`config.mk`:
```
export PLATFORM = sky130hd
export DESIGN_NAME = simple_if_array
export DESIGN_NICKNAME = d
export VERILOG_FILES = /design/src/rtl/simple_if_array.sv
export SDC_FILE = /design/constraint.sdc
export NUM_CORES = 1
export LEC_CHECK = 0
export CAP_MARGIN = 10
export CORE_ASPECT_RATIO = 1.5
export CORE_UTILIZATION = 38
export DETAILED_ROUTE_END_ITERATION = 7
export PLACE_DENSITY = 0.82
export SLEW_MARGIN = 20
export SYNTH_ARGS = -nofsm -noshare
export SYNTH_HDL_FRONTEND = slang
export SYNTH_SLANG_ARGS = --single-unit
```
`constraint.sdc`:
```
create_clock -name clk -period 2.2 [get_ports clk]
set_input_delay 0.44 -clock clk [delete_from_list [all_inputs] [get_ports clk]]
set_output_delay 0.44 -clock clk [all_outputs]
set_load 0.005 [all_outputs]
```
`src/rtl/simple_if_array.sv`:
```
// simple_if_array: ROWS x COLS lanes, each with a data reg and a registered inverted result (data_o/result_o packed lane L=r*COLS+c at [L*W +: W]), per-lane wr_en/wr_data, combinational rd_row/rd_col read-back with rd_err; define SIMPLE_IF_ARRAY_CHECK_EN to add the sticky shadow self-check output chk_err
module simple_if_array #(
  parameter int W = 8,
  parameter int ROWS = 2,
  parameter int COLS = 3,
  localparam int N = ROWS * COLS,
  localparam int RW = ROWS > 1 ? $clog2(ROWS) : 1,
  localparam int CW = COLS > 1 ? $clog2(COLS) : 1
) (
  input  logic          clk,
  input  logic          rst_n,
  input  logic [N-1:0]  wr_en,
  input  logic [N*W-1:0] wr_data,
  output logic [N*W-1:0] data_o,
  output logic [N*W-1:0] result_o,
  input  logic [RW-1:0] rd_row,
  input  logic [CW-1:0] rd_col,
  output logic [W-1:0]  rd_data,
  output logic [W-1:0]  rd_result,
  output logic          rd_err
`ifdef SIMPLE_IF_ARRAY_CHECK_EN
  ,
  output logic          chk_err
`endif
);
  always_ff @(posedge clk or negedge rst_n)
    if (!rst_n) begin
      data_o <= '0;
      result_o <= '0;
    end else begin
      for (int l = 0; l < N; l++)
        if (wr_en[l]) data_o[l*W +: W] <= wr_data[l*W +: W];
      result_o <= ~data_o;
    end
  assign rd_err = ({1'b0, rd_row} >= (RW+1)'(ROWS)) || ({1'b0, rd_col} >= (CW+1)'(COLS));
  always_comb begin
    rd_data = '0;
    rd_result = '0;
    for (int r = 0; r < ROWS; r++)
      for (int c = 0; c < COLS; c++)
        if (int'(rd_row) == r && int'(rd_col) == c) begin
          rd_data = data_o[(r*COLS+c)*W +: W];
          rd_result = result_o[(r*COLS+c)*W +: W];
        end
  end
`ifdef SIMPLE_IF_ARRAY_CHECK_EN
  logic [N*W-1:0] shadow;
  logic armed;
  always_ff @(posedge clk or negedge rst_n)
    if (!rst_n) begin
      shadow <= '0;
      armed <= 1'b0;
      chk_err <= 1'b0;
    end else begin
      shadow <= data_o;
      armed <= 1'b1;
      if (armed && result_o != ~shadow) chk_err <= 1'b1;
    end
`endif
endmodule

```
==> impl_results.md, run 1 <==
* Placed cell count at a little over 600
* First-pass GRT wire length at 17,800 um
* Yosys cell types at 17
* Vias in the first global route at 3,477
* Synthesized area at 3980 um2
* Starting Density at 0.393
* DRT iter0 DRCs at between 100 and 150
* Buf/Inv on CP at 4
* Design Power at 4.44 mW
* Final min period at 2.16 ns
* Slack of the critical path at 0.0354 ns
* Hpwl dp at 8160 um
* Core Util, Final at 0.627
* Final instance area at 6350 um2
* Status: finished clean
* Root buffer selected by CTS: clkbuf_16
* Final Non-Filler Cells at 648
* Static leakage at 2.80 nW
* Post-Syn Instances at ~340
* Fillers at 807
* # IOs at 172
* Hold crit path type: input port to asynchronous set/reset pin
* RePlAce Congestion at 0.869
* Setup_tns at 0 ns
* Crit path max-delay family: buffers and inverters
* Post-Syn Nets at ~400
* DRT antenna net count at 0
* TritonCTS clock tree: yes
* RSZ-0062 raised after global routing: false
* Fmax at 462 MHz
* Iteration count of the initial detailed-routing pass at 4
* DR vias at about 3,300
* Worst Setup End Kind: output port
* H-tree lvl count at 3
* TritonCTS buffer count at 9
* Crit path largest cell delay at 0.28 ns
* Hold slack final at between 0.06 and 0.07 ns
* Most common cell after layout, fill and taps aside: clkdlybuf4s50_1
* Clock Latency Late Sink at ~0.33 ns
* FF-to-FF setup slack at approximately 1.5 ns
* Drt drc at 0
* Core area at 10,100 um2
* Vert. Die Dim at 127 um
* Tcrit/Tclk final at 0.984
* Synth area leader: dfrtp_1
* Worst setup SP type: input port
* Arr. time, crit path at 1.72 ns
* Clock sink count at 96
* Final Hold Viols at 0
* Initial antenna violation count at 0
* Cell Chain, Critical Path: dlygate4sd2_1 -> nor2b_4 -> buf_4 -> buf_6 -> a221oi_2 -> a21oi_1 -> dlygate4sd2_1
* PD cells at 699 nW/um2
* Number of diodes at 0
* Overall routing resource usage at 0.215
* Commonest non-fill, non-tap cells in the layout: clkdlybuf4s50_1, dfrtp_1, inv_1, nand2_1, o21ai_0
* Row cnt at 45
* Die footprint at 10,900 um2
* Setup WS pre-CTS at -0.407 ns
* Yosys Warn Count at 0
* Synth area leaders: dfrtp_1, o21ai_0, a221oi_2, mux2_4, mux2_2
* Top cell by count, worst path: dlygate4sd2_1
* # port buffers at 171
* Mean Syn Cell Area at 11.6 um2
* Critical-path top delay cell: a221oi_2
* Routed len/inst at 17.3 um
* Crit path max fanout at 5
* Number of synthesized register bits at 96
* Post-synthesis sequential area ratio at 0.604
* Max-cap violation count at 0
* Relative slew margins at 0.564
* Required time of the critical path at between 1.5 and 2 ns
* Overflow after GRT at 0
* Longest Clk Path Bufs at 2
* VDD IR max at 0.416 mV
* Net count, final at 585
* Crit path kind: input port to output port
* Largest net degree at the start of global routing at 59
* DIE WIDTH at roughly 86 um
* Synth-to-layout area growth at 59.6%
* Worst Max-Slew Pin Slew at between 0.6 and 0.7 ns
* Final Skew at around 0.0061 ns
* Layout cells sized above 1 at 0.179
* Clock slew at reported path FFs at roughly 0.06 ns
* Placed inst area at 5870 um2
* Max-slew violation count at 0
* Vias/cell at 5.11
* Routed wire length at 11,200 um
* Final setup fails at 0
* Yosys top cell area share at 0.604
[registers in the layout, summed over array words and instances (netlist names)]
| signal | cells |
|---|---|
| data_o | 48 |
| result_o | 48 |
[worst paths after layout]
kind,from,cells after the start,to
max,rd_col[1],7,rd_result[6]
min,rst_n,1,result_o[39]
max reg2reg,data_o[33],2,data_o[33]
min reg2reg,data_o[39],1,result_o[39]
max in group asynchronous,rst_n,2,result_o[40]
min in group clk,data_o[39],1,result_o[39]
[routing by layer]
layer	GRT usage	part of all wire	up-vias
met1	0.238	0.37	1606
met4	0.0990	0.037	0
met2	0.381	0.52	149
met3	0.0556	0.070	29
met5	0	0	-
li1	-	-	1530
[report_power, final]
group	switching, mW	total (mW)	internal, mW	leakage, nW
logic	0.381	0.985	0.604	1.56
clock network	0.635	1.40	0.769	0.125
registers	0.122	2.05	1.92	1.12
total	1.14	4.44	3.30	2.80
[kinds of logic (layout without fill, tap and decap cells)]
logic type	after synthesis	after routing	synth area share
and+or+nand+nor	50	50	0.0491
muxes	32	32	0.104
DFF	96	96	0.604
AOI/OAI and AO/OA	96	96	0.168
buffers and inverters	68	257	0.0755
[synthesized netlist by cell type]
cell type and number:
o21ai_0 48, and2_1 1, buf_6 3, inv_1 49, dfrtp_1 96, mux2_2 18, a21oi_1 16, a22oi_1 16
nand2_1 48, mux2_4 14, nor2b_2 1, a221oi_1 2, buf_4 2, buf_2 3, buf_8 1, a221oi_2 14
clkbuf_1 10
[cell type report]
cell class / count / area, um2 / share of cell area
clock buffers: 10 / 229 / 0.0361
flip-flops and latches: 96 / 2400 / 0.378
clock inverters: 6 / 45.0 / 0.00709
repair buffers: 192 / 1990 / 0.313
multi-input cells: 178 / 1350 / 0.213
inverters: 49 / 184 / 0.0290
well taps: 117 / 146 / 0.0230
[timing repair]
item / CTS / global route
setup endpoints to repair: 16 / 13
endpoints found under the hold margin: 0 / 0
gates cloned: 2 / 0
gates resized for setup: 42 / 12
setup buffers: 9 / 1
pin swaps: 6 / 10
hold buffers: 0 / 0
Power figures use the tool's default switching activity.
==> inputs of run 2 (changes only) <==
==> constraint.sdc (replaced) <==
create_clock -name clk -period 2.8 [get_ports clk]
set_input_delay 0.56 -clock clk [delete_from_list [all_inputs] [get_ports clk]]
set_output_delay 0.56 -clock clk [all_outputs]
set_load 0.005 [all_outputs]
==> run 2 against run 1 <==
  * Critical path depth fell by 1
  * Final cell count is 2.0% lower
  * Worst hold slack improved by 0.14 ns
  * Global-route usage fell by 1.3 points
  * Critical path type unchanged
  * Critical endpoint is now rd_data[7]
  * Largest cell class unchanged
==> impl_results.md, run 2 (synthesis results as in run 1) <==
* TritonCTS clock tree: yes (unchanged)
* Crit path max fanout at 5 (unchanged)
* Number of diodes at 0 (unchanged)
* Static leakage at 2.80 nW (about the same)
* H-tree lvl count at 3 (unchanged)
* Final Skew at 0.00488 ns (was 0.00610 ns)
* Starting Density at 0.393 (unchanged)
* Top cell by count, worst path: clkdlybuf4s50_1 (was dlygate4sd2_1)
* Critical-path top delay cell: clkdlybuf4s50_1 (was a221oi_2)
* Clock Latency Late Sink at 0.33 ns (about the same)
* Most common cell after layout, fill and taps aside: clkdlybuf4s50_1 (unchanged)
* DR vias at 3,221 (was 3,314)
* Die footprint at 10,900 um2 (unchanged)
* Required time of the critical path at 2.24 ns (was 1.76 ns)
* VDD IR max at 0.366 mV (was 0.416 mV)
* Vert. Die Dim at 127 um (unchanged)
* Worst Setup EP: rd_data[7] (was rd_result[6])
* Placed inst area at 5850 um2 (was 5870 um2)
* Drt drc at 0 (unchanged)
* DIE WIDTH at 85.6 um (unchanged)
* Clock sink count at 96 (unchanged)
* Worst Reg-to-Reg Cells at 2 (unchanged)
* Routed len/inst at 16.6 um (was 17.3 um)
* Status: finished clean (unchanged)
* Net count, final at 572 (was 585)
* RR Endpoint: data_o[21] (was data_o[33])
* Synth-to-layout area growth at 54.7% (was 59.6%)
* FF-to-FF setup slack at 2.06 ns (was 1.47 ns)
* Worst setup SP type: input port (unchanged)
* Cell Chain, Critical Path: clkdlybuf4s50_1 -> nor2b_4 -> buf_4 -> a22oi_1 -> a21oi_1 -> clkdlybuf4s50_1 (was dlygate4sd2_1 -> nor2b_4 -> buf_4 -> buf_6 -> a221oi_2 -> a21oi_1 -> dlygate4sd2_1)
* Core area at 10,100 um2 (unchanged)
* Clock slew at reported path FFs at 0.06 ns (about the same)
* Setup_tns at 0 ns (unchanged)
* Vias in the first global route at 3,313 (was 3,477)
* Setup WS pre-CTS at -0.0355 ns (was -0.407 ns)
* TritonCTS buffer count at 9 (unchanged)
* Longest Clk Path Bufs at 2 (unchanged)
* Final Non-Filler Cells at 635 (was 648)
* Root buffer selected by CTS: clkbuf_16 (unchanged)
* Relative slew margins at 0.606 (was 0.564)
* Initial antenna violation count at 0 (unchanged)
* Design Power at 3.49 mW (was 4.44 mW)
* Row cnt at 45 (unchanged)
* Critical R2R Launch: data_o[21] (was data_o[33])
* # port buffers at 171 (unchanged)
* Final instance area at 6150 um2 (was 6350 um2)
* Crit path largest cell delay at 0.52 ns (was 0.28 ns)
* Hold crit path type: input port to asynchronous set/reset pin (unchanged)
* RSZ-0062 raised after global routing: false (unchanged)
* Max-cap violation count at 0 (unchanged)
* Tcrit/Tclk final at 0.968
* Worst Max-Slew Pin Slew at 0.589 ns (was 0.651 ns)
* Final Hold Viols at 0 (unchanged)
* Overflow after GRT at 0 (unchanged)
* Worst Setup End Kind: output port (unchanged)
* First-pass GRT wire length at 16,800 um (was 17,800 um)
* RePlAce Congestion at 0.868 (was 0.869)
* Largest net degree at the start of global routing at 56 (was 59)
* Max-slew violation count at 0 (unchanged)
* Slack of the critical path at 0.0905 ns (was 0.0354 ns)
* DRT antenna net count at 0 (unchanged)
* Overall routing resource usage at 0.201 (was 0.215)
* Fmax at 369 MHz
* Largest registers: data_o: 48 flops, result_o: 48 flops (unchanged)
* Crit path kind: input port to output port (unchanged)
* Placed cell count at 619 (was 621)
* # IOs at 172 (unchanged)
* Routed wire length at 10,500 um (was 11,200 um)
* Layout cells sized above 1 at 0.139 (was 0.179)
* Final setup fails at 0 (unchanged)
* DRT iter0 DRCs at 187 (was 130)
* PD cells at 567 nW/um2 (was 699 nW/um2)
* Iteration count of the initial detailed-routing pass at 4 (unchanged)
* Arr. time, crit path at 2.15 ns (was 1.72 ns)
* Final min period at 2.71 ns
* Vias/cell at 5.07 (was 5.11)
* Core Util, Final at 0.607 (was 0.627)
* Hold slack final at 0.206 ns (was 0.0679 ns)
* Commonest non-fill, non-tap cells in the layout: clkdlybuf4s50_1, dfrtp_1, inv_1, nand2_1, o21ai_0 (unchanged)
* Critical path startpoint: rd_col[1] (unchanged)
* Setup repair bufs after CTS at 0 (was 9)
* Hpwl dp at 8080 um (was 8160 um)
==> run 2: how the worst min path moves through the flow <==
stage / start / depth (start not counted) / endpoint / slack [ns]
final: rst_n / 1 / result_o[38] / 0.21
after floorplan: rst_n / 0 / data_o[0] / 0.26
after detailed placement: data_o[32] / 1 / result_o[32] / 0.45
after global placement: data_o[15] / 1 / result_o[15] / 0.44
after global routing: rst_n / 1 / result_o[38] / 0.24
after CTS: rst_n / 1 / result_o[38] / 0.21
==> run 2: routing by layer <==
| layer | vias to the layer above | GRT usage | share of wire |
|---|---|---|---|
| li1 | 1499 | - | - |
| met1 | 1547 | 0.235 | 0.39 |
| met2 | 154 | 0.342 | 0.52 |
| met3 | 21 | 0.0433 | 0.065 |
| met4 | 0 | 0.111 | 0.028 |
| met5 | - | 0 | 0 |
==> run 2: area by class of cell <==
class / instances / area (um2)
flip-flops and latches: 96 / 2400
multi-input cells: 178 / 1280
clock buffers: 13 / 270
well taps: 117 / 146
inverters: 49 / 184
fillers: 799 / 3980
repair buffers: 179 / 1850
clock inverters: 3 / 15.0
==> run 2: critical path, delay by kind of cell <==
kind | cells | cell delay (ns)
buffers and inverters | 3 | 1.17
AO/OA/AOI/OAI | 2 | 0.24
AND/OR/NAND/NOR | 1 | 0.18
==> run 2: power by group <==
part	total [mW]	switching, mW	internal (mW)
Sequential	1.60	0.0923	1.51
Clock	1.15	0.483	0.670
Combinational	0.730	0.280	0.450
==> run 2: repair_timing <==
action	in CTS	in global routing
endpoints found under the setup margin	6	10
pin swaps	0	2
hold buffers	0	0
gates resized for setup	6	9
